<file path="src/rtl/data_memory_arbiter.sv">
// ---------------------------------------------------------------------------
// data_memory_arbiter
//
// Two-port arbiter/sequencer in front of the single-ported data_memory block.
// Port 0 is the core load/store unit, port 1 is the loader/debug port. Each
// transaction takes exactly three cycles (IDLE -> ACCESS -> RESP) with no
// overlap. The memory's combinational read data is registered at the end of
// ACCESS and returned to the winning port in RESP.
//
// Build option:
//   DMEM_ARB_ROUND_ROBIN_EN  defined   : a tie goes to the port not granted last
//                            undefined : fixed priority, port 0 wins every tie
//
// Ports:
//   clock, reset                 single clock, synchronous active-high reset
//   pN_req / pN_we               request and direction (1 = write)
//   pN_addr / pN_wdata           word address and write data
//   pN_gnt                       one-cycle grant pulse (ACCESS cycle)
//   pN_rvalid                    one-cycle completion pulse (RESP cycle)
//   pN_rdata / pN_err            read data / out-of-range flag, valid with rvalid
//   mem_read_enable, mem_write_enable, mem_address, mem_write_data
//                                strobes and operands to data_memory
//   mem_read_data                combinational read data from data_memory
//   busy                         high whenever the FSM is not in IDLE
//   dbg_state                    current FSM state, for observation only
//
// Handshake: a requester raises req with we/addr/wdata stable and holds all of
// them until it sees gnt; requests are only sampled in IDLE. The grant is
// followed one cycle later by exactly one rvalid pulse on the same port,
// unless reset intervenes, in which case the transaction is silently dropped.
// ---------------------------------------------------------------------------
module data_memory_arbiter #(
    parameter int NUM_WORDS = 1024,
    parameter int ADDR_W    = 32,
    parameter int DATA_W    = 32
) (
    input  logic              clock,
    input  logic              reset,
    input  logic              p0_req,
    input  logic              p0_we,
    input  logic [ADDR_W-1:0] p0_addr,
    input  logic [DATA_W-1:0] p0_wdata,
    input  logic              p1_req,
    input  logic              p1_we,
    input  logic [ADDR_W-1:0] p1_addr,
    input  logic [DATA_W-1:0] p1_wdata,
    output logic              p0_gnt,
    output logic              p0_rvalid,
    output logic [DATA_W-1:0] p0_rdata,
    output logic              p0_err,
    output logic              p1_gnt,
    output logic              p1_rvalid,
    output logic [DATA_W-1:0] p1_rdata,
    output logic              p1_err,
    output logic              mem_read_enable,
    output logic              mem_write_enable,
    output logic [ADDR_W-1:0] mem_address,
    output logic [DATA_W-1:0] mem_write_data,
    input  logic [DATA_W-1:0] mem_read_data,
    output logic              busy,
    output logic [1:0]        dbg_state
);

    typedef enum logic [1:0] {
        IDLE   = 2'd0,
        ACCESS = 2'd1,
        RESP   = 2'd2
    } state_t;

    // One extra bit so the unsigned range check sees every address bit.
    localparam logic [ADDR_W:0] NUM_WORDS_EXT = (ADDR_W + 1)'(NUM_WORDS);

    state_t            state_q, state_d;
    logic              win_q, win_d;        // 0 = port 0 owns the transaction
    logic              we_q, we_d;
    logic              oor_q, oor_d;        // address out of range
    logic [1:0]        gnt_q, gnt_d;
    logic [1:0]        rvalid_q, rvalid_d;
    logic [1:0]        err_q, err_d;
    logic [DATA_W-1:0] rdata0_q, rdata0_d;
    logic [DATA_W-1:0] rdata1_q, rdata1_d;
    logic              mem_re_q, mem_re_d;
    logic              mem_we_q, mem_we_d;
    logic [ADDR_W-1:0] mem_addr_q, mem_addr_d;
    logic [DATA_W-1:0] mem_wdata_q, mem_wdata_d;
    logic              busy_q, busy_d;

    // Winner selection for the request currently presented in IDLE.
    logic              pick_p1;
    logic              sel_we;
    logic [ADDR_W-1:0] sel_addr;
    logic [DATA_W-1:0] sel_wdata;
    logic              sel_in_range;

`ifdef DMEM_ARB_ROUND_ROBIN_EN
    logic prio_p1_q, prio_p1_d;             // 1 = port 1 wins the next tie

    assign pick_p1 = p1_req & (~p0_req | prio_p1_q);

    // The pointer moves on every grant, including uncontested ones.
    always_comb begin
        prio_p1_d = prio_p1_q;
        if (state_q == IDLE && (p0_req || p1_req)) begin
            prio_p1_d = ~pick_p1;
        end
    end

    always_ff @(posedge clock) begin
        if (reset) begin
            prio_p1_q <= 1'b0;
        end else begin
            prio_p1_q <= prio_p1_d;
        end
    end
`else
    assign pick_p1 = p1_req & ~p0_req;
`endif

    assign sel_we       = pick_p1 ? p1_we    : p0_we;
    assign sel_addr     = pick_p1 ? p1_addr  : p0_addr;
    assign sel_wdata    = pick_p1 ? p1_wdata : p0_wdata;
    assign sel_in_range = {1'b0, sel_addr} < NUM_WORDS_EXT;

    // Next-state and next-output logic; every output is registered, so the
    // values computed here appear during the state being entered.
    always_comb begin
        state_d     = state_q;
        win_d       = win_q;
        we_d        = we_q;
        oor_d       = oor_q;
        gnt_d       = 2'b00;
        rvalid_d    = 2'b00;
        err_d       = 2'b00;
        rdata0_d    = '0;
        rdata1_d    = '0;
        mem_re_d    = 1'b0;
        mem_we_d    = 1'b0;
        mem_addr_d  = '0;
        mem_wdata_d = '0;

        unique case (state_q)
            IDLE: begin
                if (p0_req || p1_req) begin
                    state_d = ACCESS;
                    win_d   = pick_p1;
                    we_d    = sel_we;
                    oor_d   = ~sel_in_range;
                    gnt_d   = pick_p1 ? 2'b10 : 2'b01;
                    if (sel_in_range) begin
                        mem_addr_d  = sel_addr;
                        mem_we_d    = sel_we;
                        mem_re_d    = ~sel_we;
                        mem_wdata_d = sel_we ? sel_wdata : '0;
                    end
                end
            end
            ACCESS: begin
                state_d  = RESP;
                rvalid_d = win_q ? 2'b10 : 2'b01;
                err_d    = oor_q ? rvalid_d : 2'b00;
                if (!we_q && !oor_q) begin
                    if (win_q) begin
                        rdata1_d = mem_read_data;
                    end else begin
                        rdata0_d = mem_read_data;
                    end
                end
            end
            RESP: begin
                state_d = IDLE;
            end
            default: begin
                state_d = IDLE;
            end
        endcase

        busy_d = (state_d != IDLE);
    end

    always_ff @(posedge clock) begin
        if (reset) begin
            state_q     <= IDLE;
            win_q       <= 1'b0;
            we_q        <= 1'b0;
            oor_q       <= 1'b0;
            gnt_q       <= 2'b00;
            rvalid_q    <= 2'b00;
            err_q       <= 2'b00;
            rdata0_q    <= '0;
            rdata1_q    <= '0;
            mem_re_q    <= 1'b0;
            mem_we_q    <= 1'b0;
            mem_addr_q  <= '0;
            mem_wdata_q <= '0;
            busy_q      <= 1'b0;
        end else begin
            state_q     <= state_d;
            win_q       <= win_d;
            we_q        <= we_d;
            oor_q       <= oor_d;
            gnt_q       <= gnt_d;
            rvalid_q    <= rvalid_d;
            err_q       <= err_d;
            rdata0_q    <= rdata0_d;
            rdata1_q    <= rdata1_d;
            mem_re_q    <= mem_re_d;
            mem_we_q    <= mem_we_d;
            mem_addr_q  <= mem_addr_d;
            mem_wdata_q <= mem_wdata_d;
            busy_q      <= busy_d;
        end
    end

    // The memory commits on the edge that ends ACCESS. Qualifying the strobes
    // with reset means a reset landing on that edge cancels the commit.
    assign mem_read_enable  = mem_re_q & ~reset;
    assign mem_write_enable = mem_we_q & ~reset;
    assign mem_address      = mem_addr_q;
    assign mem_write_data   = mem_wdata_q;

    assign p0_gnt    = gnt_q[0];
    assign p1_gnt    = gnt_q[1];
    assign p0_rvalid = rvalid_q[0];
    assign p1_rvalid = rvalid_q[1];
    assign p0_err    = err_q[0];
    assign p1_err    = err_q[1];
    assign p0_rdata  = rdata0_q;
    assign p1_rdata  = rdata1_q;
    assign busy      = busy_q;
    assign dbg_state = state_q;

endmodule
</file>
<file path="config.mk">
export PLATFORM = sky130hd
export DESIGN_NAME = data_memory_arbiter
export DESIGN_NICKNAME = d
export VERILOG_FILES = /design/src/rtl/data_memory_arbiter.sv
export SDC_FILE = /design/constraint.sdc
export NUM_CORES = 1
export LEC_CHECK = 0
export ABC_CLOCK_PERIOD_IN_PS = 3700
export BUFFER_PORTS_ARGS = -buffer_cell sky130_fd_sc_hd__buf_2
export CELL_PAD_IN_SITES_DETAIL_PLACEMENT = 0
export CELL_PAD_IN_SITES_GLOBAL_PLACEMENT = 1
export CORE_MARGIN = 2
export CORE_UTILIZATION = 32
export DETAILED_ROUTE_END_ITERATION = 10
export GPL_TIMING_DRIVEN = 0
export PLACE_DENSITY_LB_ADDON = 0.3
export SETUP_SLACK_MARGIN = 0.1
export SLEW_MARGIN = 0
export SYNTH_ARGS = -nofsm -noshare
export SYNTH_HDL_FRONTEND = slang
export SYNTH_SLANG_ARGS = --single-unit
</file>
<file path="constraint.sdc">
create_clock -name clock -period 3.7 [get_ports clock]
set_input_delay 0.185 -clock clock [delete_from_list [all_inputs] [get_ports clock]]
set_output_delay 0.185 -clock clock [all_outputs]
set_load 0.005 [all_outputs]
</file>
* Yosys cells after proc, flatten, opt, wreduce, memory -nomap -nowiden
Cells that the tools add are included.
** Word-level totals
- Input port bits :: 166
- Memory bits (writable) :: 0
- Flip-flop bits (word level) :: 142
- Memories kept :: 0
- ROM bits :: 0
- Word-level logic and storage cells :: 50
- Output and inout bits :: 139
- Bits in latches :: 0
** Operators by class
- Multipliers :: 0
- Add/sub/neg operators :: 0
- Shift operators :: 0
- Div/mod/pow operators :: 0
- Equal/unequal tests :: 1
- Bitwise logic cells :: 13
- Magnitude comparators :: 1
- Reduce and logical (&&, ||, !) cells :: 14
- Muxes and demuxes :: 7
** Operators by type and width (number)
- $mux 32 :: 2
- $lt 32x11->1 const B :: 1
- $reduce_or 4->1 :: 3
- $not 1->1 :: 10
- $mux 2 :: 3
- $reduce_or 3->1 :: 2
- $reduce_or 5->1 :: 1
- $pmux 2 s2 :: 1
- $and 1x1->1 :: 3
- $eq 2x1->1 const B :: 1
- $logic_not 1->1 :: 2
- $logic_not 2->1 :: 1
- $reduce_and 2->1 :: 1
- $reduce_bool 2->1 :: 1
- $reduce_or 2->1 :: 1
- $logic_and 1x1->1 :: 1
- $logic_or 1x1->1 :: 1
- $mux 1 :: 1

* Longest topological paths before layout
Gate-level depths: netlist of run 1.
- Depth after elaboration :: 6
- Gate-level depth with buffers :: 7
- Depth with buffers taken out :: 6

* Least setup slack after synthesis of run 1
Ideal clock, no wire load.
- Path kind :: reg-to-reg
- Start :: register state_q[0], in the netlist dbg_state[0]
- End :: register mem_wdata_q[12], in the netlist mem_write_data[12]
- Stages on the path, launching flop included :: 7
- Setup time :: 73 ps
- Path slack :: 2031 ps
- Period minus slack after synthesis :: 1669 ps
- Arrival time :: 1596 ps
- Cell sequence :: dfxtp_1 > or4_1 > buf_2 > or2_1 > buf_6 > buf_6 > nor3_2
** Between the ends
- Word-level cells in the longest chain between the ends :: 3
** RTL lines
- start, declared :: line 73 : state_t state_q, state_d;
- start signal, assigned :: line 197 : state_q <= state_d;
- $logic_not 2->1 :: line 141 : unique case (state_q)
- $not 1->1 (no source line)
- $reduce_or 5->1 (no source line)
- end signal, assigned :: line 209 : mem_wdata_q <= mem_wdata_d;
- end, declared :: line 85 : logic [DATA_W-1:0] mem_wdata_q, mem_wdata_d;
No other way between the ends.
A chain may end at the register's enable or synchronous reset.

* Worst setup path after layout of run 1
- Start :: register state_q[1], in the netlist dbg_state[1]
- End :: register rdata1_q[22], in the netlist p1_rdata[22]
** Between the ends
- Word-level cells in the longest chain between the ends :: 3
** RTL lines
- $eq 2x1->1 :: line 141
- $not 1->1 (no source line)
- $reduce_or 4->1 (no source line)
- end signal, assigned :: line 205 : rdata1_q <= rdata1_d;
- end, declared :: line 81 : logic [DATA_W-1:0] rdata1_q, rdata1_d;
No other way between the ends.

==> impl_results.md, run 1 <==
- CP Data Arrival Time: 2.28 ns
- Die Height: 121.4 um
- Reg-to-Reg Start: dbg_state[1]
- FF-to-FF setup slack: 1.78 ns
- Final core utilization: 53.78%
- CTS HTree Levels: 4
- Required time of the worst setup path: 4.05 ns
- Final-layout worst hold slack: 0.01737 ns
- Core Rows: 42
- Vias: 3,909
- Leakage power: 3.739 nW
- Routability congestion estimate from global placement: 0.8354
- Share of total power in the clock network: 49.1%
- Setup Skew: 0.007999 ns
- Reg power frac: 43.7%
- Internal Dissipation: 2.818 mW
- Clk Tree Root Cell: clkbuf_16
- Share of layout cells above drive strength 1: 49.73%
- Worst Tran Pin Value: 0.8964 ns
- Maximum number of buffers from clock root to sink: 2
- Routed len/inst: 14.03 um
- Critical path capture point type: flip-flop
- Number of violations of the max-capacitance limit: 0
- Number of I/O port buffers: 304
- TritonCTS clock tree: yes
- Net switching fraction of the power: 21.73%
- Post-Route Setup TNS: 0 ns
- Area of the core region: 13,350 sq um
- Grt total ovfl: 0
- Largest net degree at the start of global routing: 17
- Number of nets in the layout: 903
- DRC violations left: 0
- Total power density per cell area: 501.6 nW/um^2
- Top cell type by total area after synthesis: dfxtp_1
- Antenna violations before repair: 0
- Count of cell types in the netlist: 25
- Peak supply drop: 0.2534 mV
- Buffers inserted by post-CTS timing repair: 0
- Worst hold path stage count: 2
- Post-Synthesis Cells: 361
- Synth top area share: 64.44%
- Number of nets with antenna violations after detailed routing: 0
- Number of hold violations in the final report: 0
- Max_slew headroom: 39.69%
- Achievable clock frequency: 520.2 MHz
- Sequential share of the synthesized area: 64.44%
- Switching pwr: 782.5 uW
- Die Width: 121.4 um
- Global-route wire length before repair: 19,170 um
- Reg2Reg Depth: 7
- Post-Layout Cell Count: 926
- Category of the worst setup path launch point: flip-flop
- Endpoint of the lowest-slack register-to-register path: p1_rdata[22]
- # IOs: 305
- Clk slew on worst S/H paths: 0.06 ns
- Classification of the worst-slack hold path: in2reg
- Hold EP: win_q
- Crit Path Class: reg2reg
- Total routing usage reported by global routing: 17.46%
- Sum of routed wire length over all layers: 12,990 um
- Netlist area before placement: 4412 sq um
- Synth area leaders: dfxtp_1 64%, mux2i_1 10%, and2_1 9.4%
- Mean instance size in the synthesized netlist: 12.22 sq um
- Seq cells post-synth: 142
- Post-Place Cells: 862
- Vias in the first global route: 3,863
- Beginning of the worst hold path: reset
- Min Clock Period, post-route: 1.922 ns
- Die Footprint: 14,740 sq um
- Instance area after placement: 6232 sq um
- Period utilisation layout: 51.95%
- Number of sinks on the clock net: 142
- Comb power frac: 7.2%
- RSZ-0062 raised after global routing: no
- Result of the run: complete, no violations
- Largest fanout on the critical path: 10
- Number of detailed-routing iterations run before antenna repair: 4
- YS warnings: 0
- Final max-slew violation count: 0
- Post-Layout Inst Area: 7178 sq um
- Post-DP HPWL: 10,270 um
- Area Growth Syn to Fin: 62.71%
- Clock Latency Late Sink: 0.41 ns
- Post-detailed-route via-to-cell ratio: 4.221
- Count of antenna diodes in the layout: 0
- Initial Utilization: 33.05%
- Endpoints failing setup: 0
- DRC violation total after the first TritonRoute iteration: 71
- Number of CTS-inserted buffers: 17
## cell usage after synthesis (all sizes together)
master	number
nand4	2
nand2b	3
and3	2
o21ai	1
inv	2
dfxtp	142
nand3	2
nor2b	3
clkbuf	12
o22a	1
or2	1
mux2i	44
nor2	9
buf	10
nor3	43
o22ai	2
nand2	2
and2	66
conb	1
nor3b	1
nor4	11
or4	1
## metrics by stage
step / power [mW] / setup WS (ns)
6_report: 3.600 / 1.778
5_1_grt: 3.731 / 1.493
4_1_cts: 3.648 / 1.662
3_5_place_dp: 1.842 / 1.677
3_3_place_gp: 1.837 / 1.711
2_1_floorplan: 1.699 / 2.031
## final cells by class
cell class	instances	area, sq um
Buffer	22	118.9
Clock buffer	19	452.9
Clock inverter	13	172.7
Fill cell	1230	6170
Inverter	2	7.507
Multi-Input combinational cell	216	1521
Sequential cell	142	2843
Tap cell	176	220.2
Timing Repair Buffer	336	1842
## how the worst max path moves through the flow
stage / endpoint / startpoint
after floorplan: mem_write_data[12] / dbg_state[0]
after global placement: p1_rdata[29] / dbg_state[1]
after detailed placement: p1_rdata[22] / dbg_state[1]
after CTS: p1_rdata[22] / dbg_state[1]
final: p1_rdata[22] / dbg_state[1]
after global routing: p1_rdata[5] / dbg_state[1]
## critical path: stages (launching register included)
cell and delay [ns]:
dfxtp_1 0.33, nor2_1 0.10, nand2_1 0.11, inv_1 0.10, and2_1 0.13, nor3b_1 0.55, clkbuf_1 0.38, and2_1 0.18
## cell families after synthesis
family          Yosys count  synth area share (%)
mux                      44                 9.983
simple gates            146                 22.04
other cells               1               0.08500
compound gates            4                0.5955
flops                   142                 64.44
buf+inv                  24                 2.864
## cell usage in the layout, fill, tap and decap left out, drive strengths merged, types with 8 or more instances in the layout
| master | n |
|---|---|
| buf | 314 |
| nor3 | 43 |
| nor2 | 9 |
| inv | 8 |
| clkbuf | 31 |
| dlygate4sd3 | 32 |
| dfxtp | 142 |
| and2 | 66 |
| mux2i | 44 |
| nor4 | 11 |
| conb | 22 |
## flip-flops by register name, summed over array words and instances (netlist names)
| register | cells |
|---|---|
| mem_address | 32 |
| mem_write_data | 32 |
| p0_rdata | 32 |
| p1_rdata | 32 |
| dbg_state | 2 |
| err_q | 2 |
| gnt_q | 2 |
| rvalid_q | 2 |
| busy | 1 |
| mem_re_q | 1 |
| mem_we_q | 1 |
| oor_q | 1 |
| we_q | 1 |
| win_q | 1 |
## layer usage
metal	wire (um)	up-vias	global-route usage [%]
met4	195	0	7.543
met1	4700	1763	17.54
met5	0	-	0
met3	1192	15	5.780
met2	6903	187	32.62
li1	-	1944	-
## timing repair
action | in CTS | in global routing
endpoints found under the setup margin | 0 | 0
hold buffers | 32 | 0
gates resized for setup | 0 | 0
endpoints found under the hold margin | 62 | 0
## power groups by stage
stage,logic (mW),registers (mW),clock network [mW]
final,0.259,1.57,1.77
after global routing,0.286,1.58,1.87
after CTS,0.263,1.57,1.81
after detailed placement,0.235,1.61,0
after global placement,0.232,1.61,0
after floorplan,0.0886,1.61,0
Note: power is estimated with default switching activity, not from simulation.
==> run 2, diff against run 1 <==
ABC_CLOCK_PERIOD_IN_PS = 1700   (was 3700)
CORE_UTILIZATION = 27   (was 32)
clock period = 1.7 ns   (was 3.7 ns; I/O delays follow)
==> impl_results.md, run 2 (synthesis results as in run 1) <==
- Result of the run: complete, but fails checks (was complete, no violations)
- Violations in the final reports: setup timing
- Number of sinks on the clock net: 142 (unchanged)
- Setup Skew: 0.008664 ns (was 0.007999 ns)
- Number of CTS-inserted buffers: 17 (unchanged)
- Clk Tree Root Cell: clkbuf_16 (unchanged)
- Cell type group with the largest total delay on the critical path: simple AND/OR/NAND/NOR gates (unchanged)
- Met2 WL post-DR: 7406 um (was 6903 um)
- Total routing usage reported by global routing: 16.68% (was 17.46%)
- Count of filler cells inserted in the layout: 1,453 (was 1,230)
- Number of detailed-routing iterations run before antenna repair: 4 (unchanged)
- Most Frequent Cell on Critical Path: buf_6 (was and2_1)
- Largest fanout on the critical path: 10 (unchanged)
- Commonest non-fill, non-tap cell in the layout: buf_2 (unchanged)
- Vias: 4,172 (was 3,909)
- Critical path's largest stage delay: 0.51 ns (was 0.55 ns)
- Classification of the worst-slack hold path: in2reg (unchanged)
- Count of antenna diodes in the layout: 0 (unchanged)
- Vias in the first global route: 4,528 (was 3,863)
- Detailed-routed wire length on met3: 1088 um (was 1192 um)
- Number of nets with antenna violations after detailed routing: 0 (unchanged)
- Final-layout worst hold slack: 0.004435 ns (was 0.01737 ns)
- Category of the worst setup path launch point: flip-flop (unchanged)
- Die Height: 131.8 um (was 121.4 um)
- WP depth: 6 (was 7)
- Global-route wire length before repair: 22,540 um (was 19,170 um)
- Sum of routed wire segments on met1: 5556 um (was 4700 um)
- Worst hold path stage count: 3 (was 2)
- Crit path cell chain: or4_4 -> buf_6 -> or2_1 -> buf_6 -> buf_12 -> nor3_2 (was nor2_1 -> nand2_1 -> inv_1 -> and2_1 -> nor3b_1 -> clkbuf_1 -> and2_1)
- Final core utilization: 50.68% (was 53.78%)
- Peak supply drop: 0.6118 mV (was 0.2534 mV)
- TritonCTS clock tree: yes (unchanged)
- Reg2Reg Depth: 6 (was 7)
- Max_slew headroom: 51.86% (was 39.69%)
- Highest layer used for signal routing: met4 (unchanged)
- Post-Route Setup TNS: -0.01192 ns (was 0 ns)
- Required time of the worst setup path: 2.04 ns (was 4.05 ns)
- Post-DP HPWL: 10,580 um (was 10,270 um)
- Sum of routed wire length over all layers: 14,360 um (was 12,990 um)
- PnR Total Power: 7.890 mW (was 3.600 mW)
- DRC violation total after the first TritonRoute iteration: 49 (was 71)
- Post-Layout Cell Count: 1,038 (was 926)
- Share of layout cells above drive strength 1: 47.69% (was 49.73%)
- Worst setup margin: -0.004646 ns (was 1.778 ns)
- Die Footprint: 17,380 sq um (was 14,740 sq um)
- Worst path slowest cell: or4_4 (was nor3b_1)
- Endpoint of the lowest-slack register-to-register path: mem_write_data[19] (was p1_rdata[22])
- CTS HTree Levels: 4 (unchanged)
- Area Growth Syn to Fin: 83.15% (was 62.71%)
- Die Width: 131.8 um (was 121.4 um)
- FF-to-FF setup slack: -0.005 ns (was 1.78 ns)
- Grt total ovfl: 0 (unchanged)
- Critical path capture point type: flip-flop (unchanged)
- Area of the core region: 15,940 sq um (was 13,350 sq um)
- Post-Layout Inst Area: 8080 sq um (was 7178 sq um)
- Number of buffer and inverter instances along the worst setup path: 3 (was 2)
- Number of nets in the layout: 976 (was 903)
- Reg-to-Reg Start: dbg_state[1] (unchanged)
- Number of I/O port buffers: 304 (unchanged)
- Min Clock Period, post-route: 1.705 ns (was 1.922 ns)
- Hold EP: mem_address[1] (was win_q)
- Instance area after placement: 6301 sq um (was 6232 sq um)
- Achievable clock frequency: 586.6 MHz (was 520.2 MHz)
- DRC violations left: 0 (unchanged)
- Post-detailed-route via-to-cell ratio: 4.019 (was 4.221)
- Total power density per cell area: 976.4 nW/um^2 (was 501.6 nW/um^2)
- Clk slew on worst S/H paths: 0.06 ns (about the same)
- Antenna violations before repair: 0 (unchanged)
- Core Rows: 46 (was 42)
- Largest net degree at the start of global routing: 17 (unchanged)
- RSZ-0062 raised after global routing: yes (was no)
- Number of hold violations in the final report: 0 (unchanged)
- Leakage power: 4.149 nW (was 3.739 nW)
- DP Worst Slack: -0.3408 ns (was 1.677 ns)
- Crit Path Class: reg2reg (unchanged)
- # IOs: 305 (unchanged)
- Routability congestion estimate from global placement: 0.8013 (was 0.8354)
- Clock Latency Late Sink: 0.41 ns (about the same)
- Period utilisation layout: 100.3% (was 51.95%)
- Worst Tran Pin Value: 0.7220 ns (was 0.8964 ns)
- Initial Utilization: 27.67% (was 33.05%)
- Most frequent cells in the layout: 308 x buf_2, 141 x dfxtp_1, 100 x dlygate4sd3_1 (was 309 x buf_2, 142 x dfxtp_1, 66 x and2_1)
- Routed len/inst: 13.84 um (was 14.03 um)
- Maximum number of buffers from clock root to sink: 2 (unchanged)
- Number of violations of the max-capacitance limit: 0 (unchanged)
- Post-Place Cells: 902 (was 862)
- Beginning of the worst hold path: p1_addr[1] (was reset)
- Endpoints failing setup: 3 (was 0)
- Final max-slew violation count: 0 (unchanged)
- CP Data Arrival Time: 2.05 ns (was 2.28 ns)
## run 2: cell types whose count changed in the layout (fill, tap and decap cells not counted), sizes merged
cell,change
bufinv,-1
clkinv,+2
clkbuf,-5
dlygate4sd3,+68
clkinvlp,-1
buf,+9
## run 2: worst max path at each step
stage	endpoint	slack, ns	from
detailed placement	p1_rdata[5]	-0.34	dbg_state[1]
floorplan	mem_write_data[10]	0.10	dbg_state[1]
global placement	p1_rdata[5]	-0.34	dbg_state[1]
finish	mem_write_data[19]	-0.005	dbg_state[1]
CTS	mem_write_data[16]	0.008	dbg_state[1]
global route	mem_write_data[22]	-0.06	dbg_state[1]
## run 2: worst min-delay path, stage by stage
cell and delay, ns:
buf_2 0.08, mux2i_1 0.07, nor3_1 0.13
## run 2: power by group
group	internal (mW)	switching (mW)	leakage [nW]	total, mW
clock network	2.23	1.49	0.288	3.72
registers	3.40	0.0321	1.16	3.43
logic	0.446	0.291	2.71	0.737
total	6.08	1.81	4.15	7.89
## run 2: what timing repair did
action,in CTS,in global routing
resized for setup,14,34
setup buffers,2,2
pin swaps,0,1
hold endpoints to repair,102,0
cloned,0,1
endpoints found under the setup margin,96,101
hold buffers,100,0
## run 2: area by class of cell
type                            instances  area, sq um  share of cell area (%)
Multi-Input combinational cell        216         1617                   20.01
Clock buffer                           18        439.2                   5.435
Tap cell                              216        270.3                   3.345
Sequential cell                       142         2846                   35.23
Timing Repair Buffer                  409         2564                   31.73
Buffer                                 22        181.4                   2.245
Clock inverter                         13        155.1                   1.920
Inverter                                2        7.507                 0.09291
## run 2: routing by layer
layer / global-route usage, % / up-vias
met5: 0 / -
met4: 7.005 / 0
met3: 5.459 / 22
met2: 30.83 / 220
met1: 17.29 / 1849
li1: - / 2081
==> run 3, diff against run 2 <==
CORE_UTILIZATION = 28   (was 27)
CTS_BUF_LIST = sky130_fd_sc_hd__clkbuf_2   (was default)
RECOVER_POWER = 50   (was default)
==> impl_results.md, run 3 (synthesis results as in run 1) <==
- Share of layout cells above drive strength 1: 46.09% (was 47.69%)
- Highest layer used for signal routing: met4 (unchanged)
- DRC violation total after the first TritonRoute iteration: 78 (was 49)
- Grt total ovfl: 0 (unchanged)
- Worst setup margin: -0.04836 ns (was -0.004646 ns)
- Period utilisation layout: 102.8% (was 100.3%)
- Number of buffer and inverter instances along the worst setup path: 3 (unchanged)
- Setup Skew: 0.03355 ns (was 0.008664 ns)
- Number of detailed-routing iterations run before antenna repair: 4 (unchanged)
- Die Height: 129.5 um (was 131.8 um)
- Clock Latency Late Sink: 0.68 ns (was 0.41 ns)
- Achievable clock frequency: 572.0 MHz (was 586.6 MHz)
- Global-route wire length before repair: 22,390 um (was 22,540 um)
- Met2 WL post-DR: 8058 um (was 7406 um)
- Number of violations of the max-capacitance limit: 0 (unchanged)
- Sum of routed wire segments on met1: 5417 um (was 5556 um)
- Leakage power: 4.113 nW (was 4.149 nW)
- Area of the core region: 15,310 sq um (was 15,940 sq um)
- DP Worst Slack: -0.3452 ns (was -0.3408 ns)
- Core Rows: 45 (was 46)
- Post-Layout Cell Count: 1,069 (was 1,038)
- Number of CTS-inserted buffers: 17 (unchanged)
- Classification of the worst-slack hold path: in2reg (unchanged)
- Crit path cell chain: or4_4 -> buf_6 -> or2_1 -> buf_6 -> clkbuf_16 -> nor3_4 (was or4_4 -> buf_6 -> or2_1 -> buf_6 -> buf_12 -> nor3_2)
- Internal Dissipation: 4.517 mW (was 6.076 mW)
- Number of nets with antenna violations after detailed routing: 0 (unchanged)
- DRC violations left: 0 (unchanged)
- Comb power frac: 13.3% (was 9.3%)
- Worst Tran Pin Value: 0.7418 ns (was 0.7220 ns)
- Cell type group with the largest total delay on the critical path: simple AND/OR/NAND/NOR gates (unchanged)
- Clk slew on worst S/H paths: 0.24 ns (was 0.06 ns)
- Critical path's largest stage delay: 0.51 ns (about the same)
- Detailed-routed wire length on met3: 1243 um (was 1088 um)
- Max_slew headroom: 50.55% (was 51.86%)
- CP Data Arrival Time: 2.38 ns (was 2.05 ns)
- Endpoints failing setup: 21 (was 3)
- Worst path slowest cell: or4_4 (unchanged)
- Total power density per cell area: 772.7 nW/um^2 (was 976.4 nW/um^2)
- Final core utilization: 52.53% (was 50.68%)
- Reg power frac: 55.3% (was 43.5%)
- Antenna violations before repair: 1 (was 0)
- Net switching fraction of the power: 27.34% (was 22.99%)
- Crit Path Class: reg2reg (unchanged)
- Largest net degree at the start of global routing: 17 (unchanged)
- Result of the run: complete, but fails checks (unchanged)
- Most frequent cells in the layout: 308 x buf_2, 141 x dfxtp_1, 130 x dlygate4sd3_1 (was 308 x buf_2, 141 x dfxtp_1, 100 x dlygate4sd3_1)
- Routed len/inst: 13.99 um (was 13.84 um)
- Final-layout worst hold slack: 0.06536 ns (was 0.004435 ns)
- Number of I/O port buffers: 304 (unchanged)
- Post-detailed-route via-to-cell ratio: 4.077 (was 4.019)
- Commonest non-fill, non-tap cell in the layout: buf_2 (unchanged)
- Number of nets in the layout: 1,010 (was 976)
- Area Growth Syn to Fin: 82.36% (was 83.15%)
- Total routing usage reported by global routing: 17.56% (was 16.68%)
- Switching pwr: 1.700 mW (was 1.814 mW)
- Number of sinks on the clock net: 142 (unchanged)
- Clk Tree Root Cell: clkbuf_2 (was clkbuf_16)
- Routability congestion estimate from global placement: 0.7800 (was 0.8013)
- Post-Place Cells: 897 (was 902)
- Peak supply drop: 0.3928 mV (was 0.6118 mV)
- Largest fanout on the critical path: 8 (was 10)
- Vias in the first global route: 4,651 (was 4,528)
- CTS HTree Levels: 4 (unchanged)
- Most Frequent Cell on Critical Path: buf_6 (unchanged)
- Critical path capture point type: flip-flop (unchanged)
- Sum of routed wire length over all layers: 14,960 um (was 14,360 um)
- RSZ-0062 raised after global routing: yes (unchanged)
- Maximum number of buffers from clock root to sink: 2 (unchanged)
- Required time of the worst setup path: 2.33 ns (was 2.04 ns)
- Violations in the final reports: setup timing (unchanged)
- Die Width: 129.5 um (was 131.8 um)
- Min Clock Period, post-route: 1.748 ns (was 1.705 ns)
- Number of hold violations in the final report: 0 (unchanged)
- # IOs: 305 (unchanged)
- Category of the worst setup path launch point: flip-flop (unchanged)
- Die Footprint: 16,780 sq um (was 17,380 sq um)
- Initial Utilization: 28.81% (was 27.67%)
- Share of total power in the clock network: 31.4% (was 47.2%)
- Vias: 4,358 (was 4,172)
- Final max-slew violation count: 0 (unchanged)
- Post-DP HPWL: 10,510 um (was 10,580 um)
- TritonCTS clock tree: yes (unchanged)
run 3: cell types whose count changed in the layout (fill, tap and decap cells not counted), moves of 3 or more:
cell           delta
clkbuf_16        -16
clkbuf_2         +18
dlygate4sd3_1    +30
inv_6             +3
nor3_4            -3
run 3: per-layer routing:
metal | vias to the layer above | track usage, %
met3 | 18 | 6.358
met1 | 1972 | 16.87
met5 | - | 0
li1 | 2157 | -
met4 | 0 | 6.009
met2 | 211 | 34.30
run 3: path summary, 6_finish.rpt:
kind | from | to | slack (ns) | depth (start not counted)
setup / recovery | dbg_state[1] | mem_write_data[18] | -0.05 | 6
hold / removal | p1_req | mem_re_q | 0.07 | 5
setup reg to reg | dbg_state[1] | mem_write_data[18] | -0.05 | 6
hold reg to reg | we_q | we_q | 0.58 | 2
run 3: final cells by class:
| class | instances | area, sq um |
|---|---|---|
| diodes | 1 | 2.502 |
| clock buffers | 18 | 90.09 |
| clock inverters | 14 | 143.9 |
| plain buffers | 22 | 182.7 |
| flip-flops and latches | 142 | 2846 |
| well taps | 211 | 264.0 |
| fillers | 1390 | 7269 |
| multi-input cells | 216 | 1597 |
| repair buffers | 443 | 2912 |
| inverters | 2 | 7.507 |
run 3: power by group through the flow:
stage / sequential [mW] / clock (mW) / combinational (mW)
floorplan: 3.50 / 0 / 0.200
global placement: 3.50 / 0 / 0.513
detailed placement: 3.50 / 0 / 0.521
CTS: 3.44 / 2.03 / 0.800
global route: 3.45 / 2.18 / 0.904
finish: 3.44 / 1.95 / 0.829
run 3: tightest hold or removal path: cells and delay by family:
| kind | cells | cell delay (ns) |
|---|---|---|
| buffers and inverters | 2 | 0.29 |
| AND/OR/NAND/NOR | 2 | 0.22 |
| multiplexers | 1 | 0.15 |
run 3: what timing repair did:
item,CTS,global route
hold buffers,130,1
endpoints found under the setup margin,99,71
gates resized for setup,16,19
buffers inserted,3,4
pin swaps,0,0
gates cloned,0,2
hold endpoints to repair,118,5
run 3: stage by stage:
stage               instance area (sq um)  power, mW  setup TNS, ns
global placement                     6295      4.010         -10.34
CTS                                  7918      6.270        -0.2995
floorplan                            4509      3.705              0
finish                               8045      6.217        -0.2475
global route                         8045      6.530         -1.603
detailed placement                   6295      4.019         -12.80
